--- src/rtl/tpu_program_memory.sv ---
// Program store for the TEKITO processing unit, with a run-time byte loader.
// The CPU is held stopped (CPU_RUN low) while the memory is being cleared or loaded.
module tpu_program_memory #(
    parameter int                    ADDR_WIDTH  = 6,
    parameter int                    DATA_WIDTH  = 8,
    parameter bit                    INIT_CLEAR  = 1'b1,
    parameter logic [DATA_WIDTH-1:0] CLEAR_VALUE = {DATA_WIDTH{1'b0}}
) (
    input  logic                  CLOCK,
    input  logic                  RESET,
    input  logic [ADDR_WIDTH-1:0] MEMORY_ADDR,
    output logic [DATA_WIDTH-1:0] MEMORY_DATA,
    output logic                  CPU_RUN,
    input  logic                  LOAD_START,
    input  logic                  LOAD_VALID,
    input  logic [DATA_WIDTH-1:0] LOAD_DATA,
    input  logic                  LOAD_LAST,
    output logic                  LOAD_READY,
    output logic [ADDR_WIDTH:0]   LOAD_COUNT,
    output logic                  BUSY
);
    localparam int                  DEPTH    = 2**ADDR_WIDTH;
    localparam logic [ADDR_WIDTH:0] PTR_LAST = (ADDR_WIDTH+1)'(DEPTH - 1);
    localparam logic [ADDR_WIDTH:0] PTR_ONE  = (ADDR_WIDTH+1)'(1);
    localparam logic [ADDR_WIDTH:0] PTR_ZERO = {(ADDR_WIDTH+1){1'b0}};

    typedef enum logic [1:0] {
        ST_CLEAR = 2'd0,
        ST_RUN   = 2'd1,
        ST_LOAD  = 2'd2
    } state_t;

    localparam state_t RESET_STATE = INIT_CLEAR ? ST_CLEAR : ST_RUN;

    logic [DATA_WIDTH-1:0] mem_r [DEPTH];

    state_t                state_r,  state_nxt_s;
    logic [ADDR_WIDTH:0]   ptr_r,    ptr_nxt_s;
    logic [ADDR_WIDTH:0]   count_r,  count_nxt_s;
    logic                  cpu_run_r, cpu_run_nxt_s;
    logic                  ready_r,   ready_nxt_s;
    logic                  busy_r,    busy_nxt_s;
    logic                  mem_we_s;
    logic [DATA_WIDTH-1:0] mem_wdata_s;

    // State, pointer and registered-output update; RESET wins over everything
    always_ff @(posedge CLOCK) begin
        if (RESET) begin
            state_r   <= RESET_STATE;
            ptr_r     <= PTR_ZERO;
            count_r   <= PTR_ZERO;
            cpu_run_r <= !INIT_CLEAR;
            ready_r   <= 1'b0;
            busy_r    <= INIT_CLEAR;
        end else begin
            state_r   <= state_nxt_s;
            ptr_r     <= ptr_nxt_s;
            count_r   <= count_nxt_s;
            cpu_run_r <= cpu_run_nxt_s;
            ready_r   <= ready_nxt_s;
            busy_r    <= busy_nxt_s;
        end
    end

    // Next-state, pointer and write-port decode
    always_comb begin
        state_nxt_s = state_r;
        ptr_nxt_s   = ptr_r;
        count_nxt_s = count_r;
        mem_we_s    = 1'b0;
        mem_wdata_s = CLEAR_VALUE;
        case (state_r)
            ST_CLEAR: begin
                mem_we_s = 1'b1;
                if (ptr_r == PTR_LAST) begin
                    state_nxt_s = ST_RUN;
                    ptr_nxt_s   = PTR_ZERO;
                end else begin
                    ptr_nxt_s   = ptr_r + PTR_ONE;
                end
            end
            ST_RUN: begin
                if (LOAD_START) begin
                    state_nxt_s = ST_LOAD;
                    ptr_nxt_s   = PTR_ZERO;
                end else begin
                    state_nxt_s = ST_RUN;
                end
            end
            ST_LOAD: begin
                if (LOAD_VALID && ready_r) begin
                    mem_we_s    = 1'b1;
                    mem_wdata_s = LOAD_DATA;
                    // A load ends on LAST or after the final address; ptr never wraps
                    if (LOAD_LAST || (ptr_r == PTR_LAST)) begin
                        state_nxt_s = ST_RUN;
                        ptr_nxt_s   = PTR_ZERO;
                        count_nxt_s = ptr_r + PTR_ONE;
                    end else begin
                        ptr_nxt_s   = ptr_r + PTR_ONE;
                    end
                end else begin
                    state_nxt_s = ST_LOAD;
                end
            end
            default: begin
                state_nxt_s = RESET_STATE;
                ptr_nxt_s   = PTR_ZERO;
            end
        endcase
    end

    // Output values for the state being entered, so outputs change on the same edge
    always_comb begin
        cpu_run_nxt_s = 1'b0;
        ready_nxt_s   = 1'b0;
        busy_nxt_s    = 1'b1;
        case (state_nxt_s)
            ST_RUN: begin
                cpu_run_nxt_s = 1'b1;
                busy_nxt_s    = 1'b0;
            end
            ST_LOAD: begin
                ready_nxt_s   = 1'b1;
            end
            ST_CLEAR: begin
                busy_nxt_s    = 1'b1;
            end
            default: begin
                busy_nxt_s    = 1'b1;
            end
        endcase
    end

    // Storage array: not reset, only written by CLEAR or accepted load bytes
    always_ff @(posedge CLOCK) begin
        if (mem_we_s && !RESET) begin
            mem_r[ptr_r[ADDR_WIDTH-1:0]] <= mem_wdata_s;
        end
    end

    assign MEMORY_DATA = mem_r[MEMORY_ADDR];
    assign CPU_RUN     = cpu_run_r;
    assign LOAD_READY  = ready_r;
    assign LOAD_COUNT  = count_r;
    assign BUSY        = busy_r;

endmodule
--- config.mk ---
export PLATFORM = sky130hd
export DESIGN_NAME = tpu_program_memory
export DESIGN_NICKNAME = d
export VERILOG_FILES = /design/src/rtl/tpu_program_memory.sv
export SDC_FILE = /design/constraint.sdc
export NUM_CORES = 1
export LEC_CHECK = 0
export CAP_MARGIN = 15
export CORE_UTILIZATION = 62
export CTS_CLUSTER_SIZE = 10
export DETAILED_ROUTE_END_ITERATION = 7
export GPL_ROUTABILITY_DRIVEN = 0
export PLACE_DENSITY = 0.8
export SLEW_MARGIN = 10
export SYNTH_ARGS = -nofsm -noshare
export SYNTH_HDL_FRONTEND = slang
export SYNTH_SLANG_ARGS = --single-unit
--- constraint.sdc ---
create_clock -name CLOCK -period 3 [get_ports CLOCK]
set_clock_uncertainty 0.05 [all_clocks]
set_input_delay 0.6 -clock CLOCK [delete_from_list [all_inputs] [get_ports CLOCK]]
set_output_delay 0.6 -clock CLOCK [all_outputs]
set_load 0.01 [all_outputs]
# Word level (Yosys, flattened, before mapping)
# Memory sizes are Yosys's and may differ from the RTL's.
# Index checks and enable logic that the tools add are counted.
[classes]
n_reduce_logical = 7
muxes = 19
n_eq_ne = 7
addsub = 1
[ops]
columns = ["operator", "count"]
rows = [
  ["$mux 7", 4],
  ["$pmux 7 s3", 1],
  ["$mux 8", 2],
  ["$mux 2", 4],
  ["$add 7x1->7 const B", 1],
  ["$eq 7x6->1 const B", 1],
  ["$mux 1", 6],
  ["$pmux 2 s3", 1],
  ["$eq 2x1->1 const B", 2],
  ["$eq 2x2->1 const B", 2],
  ["$ne 2x2->1 const B", 2],
  ["$reduce_and 3->1", 1],
  ["$logic_and 1x1->1", 2],
  ["$logic_not 2->1", 1],
  ["$pmux 1 s2", 1],
  ["$reduce_and 2->1", 1],
  ["$logic_not 1->1", 1],
  ["$logic_or 1x1->1", 1],
]
[totals]
word_cells = 41
regBits = 19
ram_bits = 512
memories = 1
out_inout_bits = 18
[memory_table]
columns = ["memory", "depth", "width", "read_ports", "rd_ports_with_merged_regs", "write_ports", "line", "source"]
rows = [
  ["mem_r", 64, 8, 1, 0, 1, "35", "logic [DATA_WIDTH-1:0] mem_r [DEPTH];"],
]

# Depth between registers and ports, before layout
# Gate-level depths: netlist of run 1.
[logic_depth]
word_depth = 7
ltp_mapped = 9
depth_no_buf = 6

# Worst setup path after synthesis of run 1
# Ideal clock, no wire load.
[synth_timing]
path_kind = "input -> output"
start = "in MEMORY_ADDR[1]"
end = "out MEMORY_DATA[0]"
path_stages = 8
required_time_ps = 2350
path_slack_ps = 144
t_arrival_ps = 2206
path_buffers = 3
path_cell_list = "buf_2 > buf_2 > buf_4 > mux4_2 > nand2_1 > a21oi_1 > o41ai_2 > o41ai_1"
[synth_between]
elab_chain_cells = 1
[synth_rtl]
columns = ["item", "line", "source"]
rows = [
  ["start: declaration", "11", "input logic [ADDR_WIDTH-1:0] MEMORY_ADDR,"],
  ["$mem_v2 64x8", "--", ""],
  ["end: declaration", "12", "output logic [DATA_WIDTH-1:0] MEMORY_DATA,"],
]
# No other way between the ends.

# Final worst setup path of run 1
[layout_timing]
start = "mem mem_r[51][6]"
end = "out MEMORY_DATA[6]"
[layout_between]
elab_chain_cells = 1
[layout_rtl]
columns = ["item", "line"]
rows = [
  ["start: declaration", "35"],
  ["$mem_v2 64x8", "--"],
]
# No other way between the ends.

==> results.yml, run 1 <==
setup_path:
  regToRegEndpoint: "LOAD_COUNT[2]"
  path_class: "flip-flop to output pin"
  required_ns: 2.35
  cp-end-kind: "output pin"
  cp-endpoint: "MEMORY_DATA[6]"
  r2r_start: "ptr_r[4]"
  crit_fanout: 1
  reg2reg_depth: 5
  crit_path_start: "mem_r[51][6]"
  start_kind: "flip-flop"
  r2r_slack_ns: 0.50
  crit_arrival_ns: 2.47
synth:
  synth_fp_nets: 1056
  synth_edf_count: 512
  synth_area_leader_cell: "edfxtp_1"
  synth_top_area_share_pct: 74.1
  netlist-cell-type-count: 49
  synthArstFlopShare_pct: 0
  yosys_warnings: 0
  synth.yosys.seq_area_share_pct: 75.9
  avgSynthCellArea_sq_um: 20.0
  synth_seq_cells: 531
  yosys-top-cells-area: "edfxtp_1, mux4_2, dfxtp_1"
  synth_area_sq_mm: 0.0208
  syn_inst: 1036
  synth_flop_cell: "edfxtp_1"
pwr:
  p_sw_share_pct: 20.3
  power_frac_clock_pct: 41.9
  peakVddDrop_mv: 0.487
  power_density_mw_per_mm2: 593
  p_switching_mw: 3.08
  leakage_nw: 9.57
  seq_power_share_pct: 53.1
  combPwrFrac_pct: 5.0
  p_int_mw: 12.1
cts:
  cts_buffers: 59
  clockBufferDepth: 3
  htreeDepth: 2
  cts_tree: "done"
  cts-root-buf: "clkbuf_16"
  cts_sinks: 531
  path_clk_slew_ns: 0.05
  clk_latency_ns: 0.58
timing:
  fin_crit_sh_pct: 104
  setup_ws_ns: -0.121
  fin_crit_ns: 3.12
  maxSlewViolCount: 0
  fmax_ghz: 0.320
  setup_viol: 8
  tightest_slew_ns: 0.848
  grt_setup_unrepaired: "yes"
  finalHoldViolations: 0
  max_slew_margin_pct: 43.0
global_routing:
  antenna_found_initial: 0
  grt_usage_pct: 33.2
  gr-total-overflow: 0
  grt_pass1_vias: 12300
  grt_max_degree: 65
  grt_pass1_wl_mm: 79.7
placement:
  placed_cell_area_sq_mm: 0.0231
  post-place-cells: 1643
  dpl.hpwl_mm: 29.2
  pre_cts_ws_ns: -0.591
  io_buffers: 36
final_layout:
  postLayoutCellArea_sq_mm: 0.0255
  drive_above_1_share_pct: 36.7
  final_cell_mix: "edfxtp_1, buf_4, mux4_2"
  area_delta_synth_final_pct: 22.9
  fin_cells: 1757
  fin_util_pct: 78.0
  final_common_cell: "edfxtp_1"
  diodes: 0
  nNetsFinal: 1305
die:
  io_pins: 37
  die_w_microns: 185
  rows: 66
  core-area_sq_mm: 0.0327
  die-area_sq_mm: 0.0342
  die_y_microns: 185
  start_util_pct: 63.5
drt:
  wirelength_mm: 54.2
  firstDrtPassIters: 5
  ant_nets: 0
  remaining_drc_errors: 0
  drtIter0Drc: 1651
  wl_per_cell_microns: 30.9
  vias: 11900
  vias_per_cell: 6.78
job:
  cap_violations: 0
hold_path:
  min-delay-start: "LOAD_COUNT[1]"
  hp-class: "flip-flop to flip-flop"
status:
  violations: "setup timing"
  status: "finished with violations"
layer usage:
layer  routed length (microns)  part of all wire, %  vias to the layer above  GRT usage (%)
met5                         0                    0                        -              0
met4                      2880                  5.3                        0           17.1
met3                      5770                   11                      199           7.18
met2                     26900                   50                      945           54.0
met1                     18700                   34                     6028           42.7
li1                          -                    -                     4745              -
Yosys cell counts, drive strengths merged (3+ instances only):
| library cell | number |
|---|---|
| inv | 5 |
| and2 | 9 |
| nand2b | 8 |
| dfxtp | 19 |
| mux4 | 133 |
| nor3 | 10 |
| edfxtp | 512 |
| o22ai | 9 |
| o21ai | 36 |
| nor4 | 3 |
| xnor2 | 3 |
| a211oi | 9 |
| or3 | 7 |
| o21bai | 3 |
| clkbuf | 21 |
| a21oi | 20 |
| buf | 34 |
| nand3b | 7 |
| nand3 | 9 |
| mux2i | 17 |
| a31oi | 7 |
| nor2 | 88 |
| o31ai | 4 |
| nor2b | 5 |
| nand2 | 32 |
power by group through the flow:
stage / Combinational, mW / Sequential, mW / Clock (mW)
after global placement: 0.585 / 8.19 / 0
after floorplan: 0.312 / 8.19 / 0
final: 0.755 / 8.04 / 6.34
after global routing: 0.778 / 8.04 / 6.66
after CTS: 0.709 / 8.04 / 6.37
after detailed placement: 0.594 / 8.19 / 0
flip-flops by register name, indices dropped and copies added (netlist names):
register,cells
state_r,2
LOAD_READY,1
CPU_RUN,1
ptr_r,7
BUSY,1
LOAD_COUNT,7
mem_r,512
cell families after synthesis:
logic type | after synthesis | share of synthesized area, %
xor gates and xnor gates | 4 | 0.169
AOI/OAI and AO/OA | 103 | 3.06
and+or+nand+nor | 185 | 4.08
DFF | 531 | 75.9
adders and majority gates | 1 | 0.0603
muxes | 152 | 15.4
buffers and inverters | 60 | 1.38
critical path: stages (launching register included):
cell and delay [ns]:
edfxtp_1 0.39, mux4_2 0.51, mux4_2 0.54, nor2_4 0.21
o31ai_2 0.08, buf_2 0.15
stage by stage:
stage	total power, mW	hold slack (ns)	TNS, ns
floorplan	8.50	0.431	0
finish	15.1	0.426	-0.798
global route	15.5	0.462	-1.00
global placement	8.78	0.408	-4.17
detailed placement	8.79	0.408	-4.49
CTS	15.1	0.422	-0.610
cell type report:
| cell class | instances | area, sq um |
|---|---|---|
| Inverter | 5 | 18.8 |
| Clock inverter | 2 | 25.0 |
| Clock buffer | 89 | 1620 |
| Tap cell | 442 | 553 |
| Timing Repair Buffer | 243 | 2460 |
| Sequential cell | 531 | 15800 |
| Fill cell | 1633 | 7190 |
| Multi-Input combinational cell | 445 | 5080 |
worst min path at each step:
stage,endpoint,slack [ns],cells past startpoint
after global placement,LOAD_COUNT[1],0.41,2
after detailed placement,LOAD_COUNT[1],0.41,2
after global routing,LOAD_COUNT[1],0.46,2
final,LOAD_COUNT[1],0.43,2
after CTS,LOAD_COUNT[1],0.42,2
after floorplan,LOAD_COUNT[1],0.43,2
what timing repair did:
item / CTS / global route
setup endpoints to repair: 8 / 8
hold buffers: 0 / 0
setup buffers: 16 / 2
gates resized for setup: 121 / 24
pin swaps: 22 / 12
cloned: 6 / 0
Power figures use the tool's default switching activity.
==> inputs of run 2 (changes only) <==
GPL_ROUTABILITY_DRIVEN = unset   (was 0)
==> results of run 2 <==
The final DEF is identical to that of run 1; final timing and power are the same.
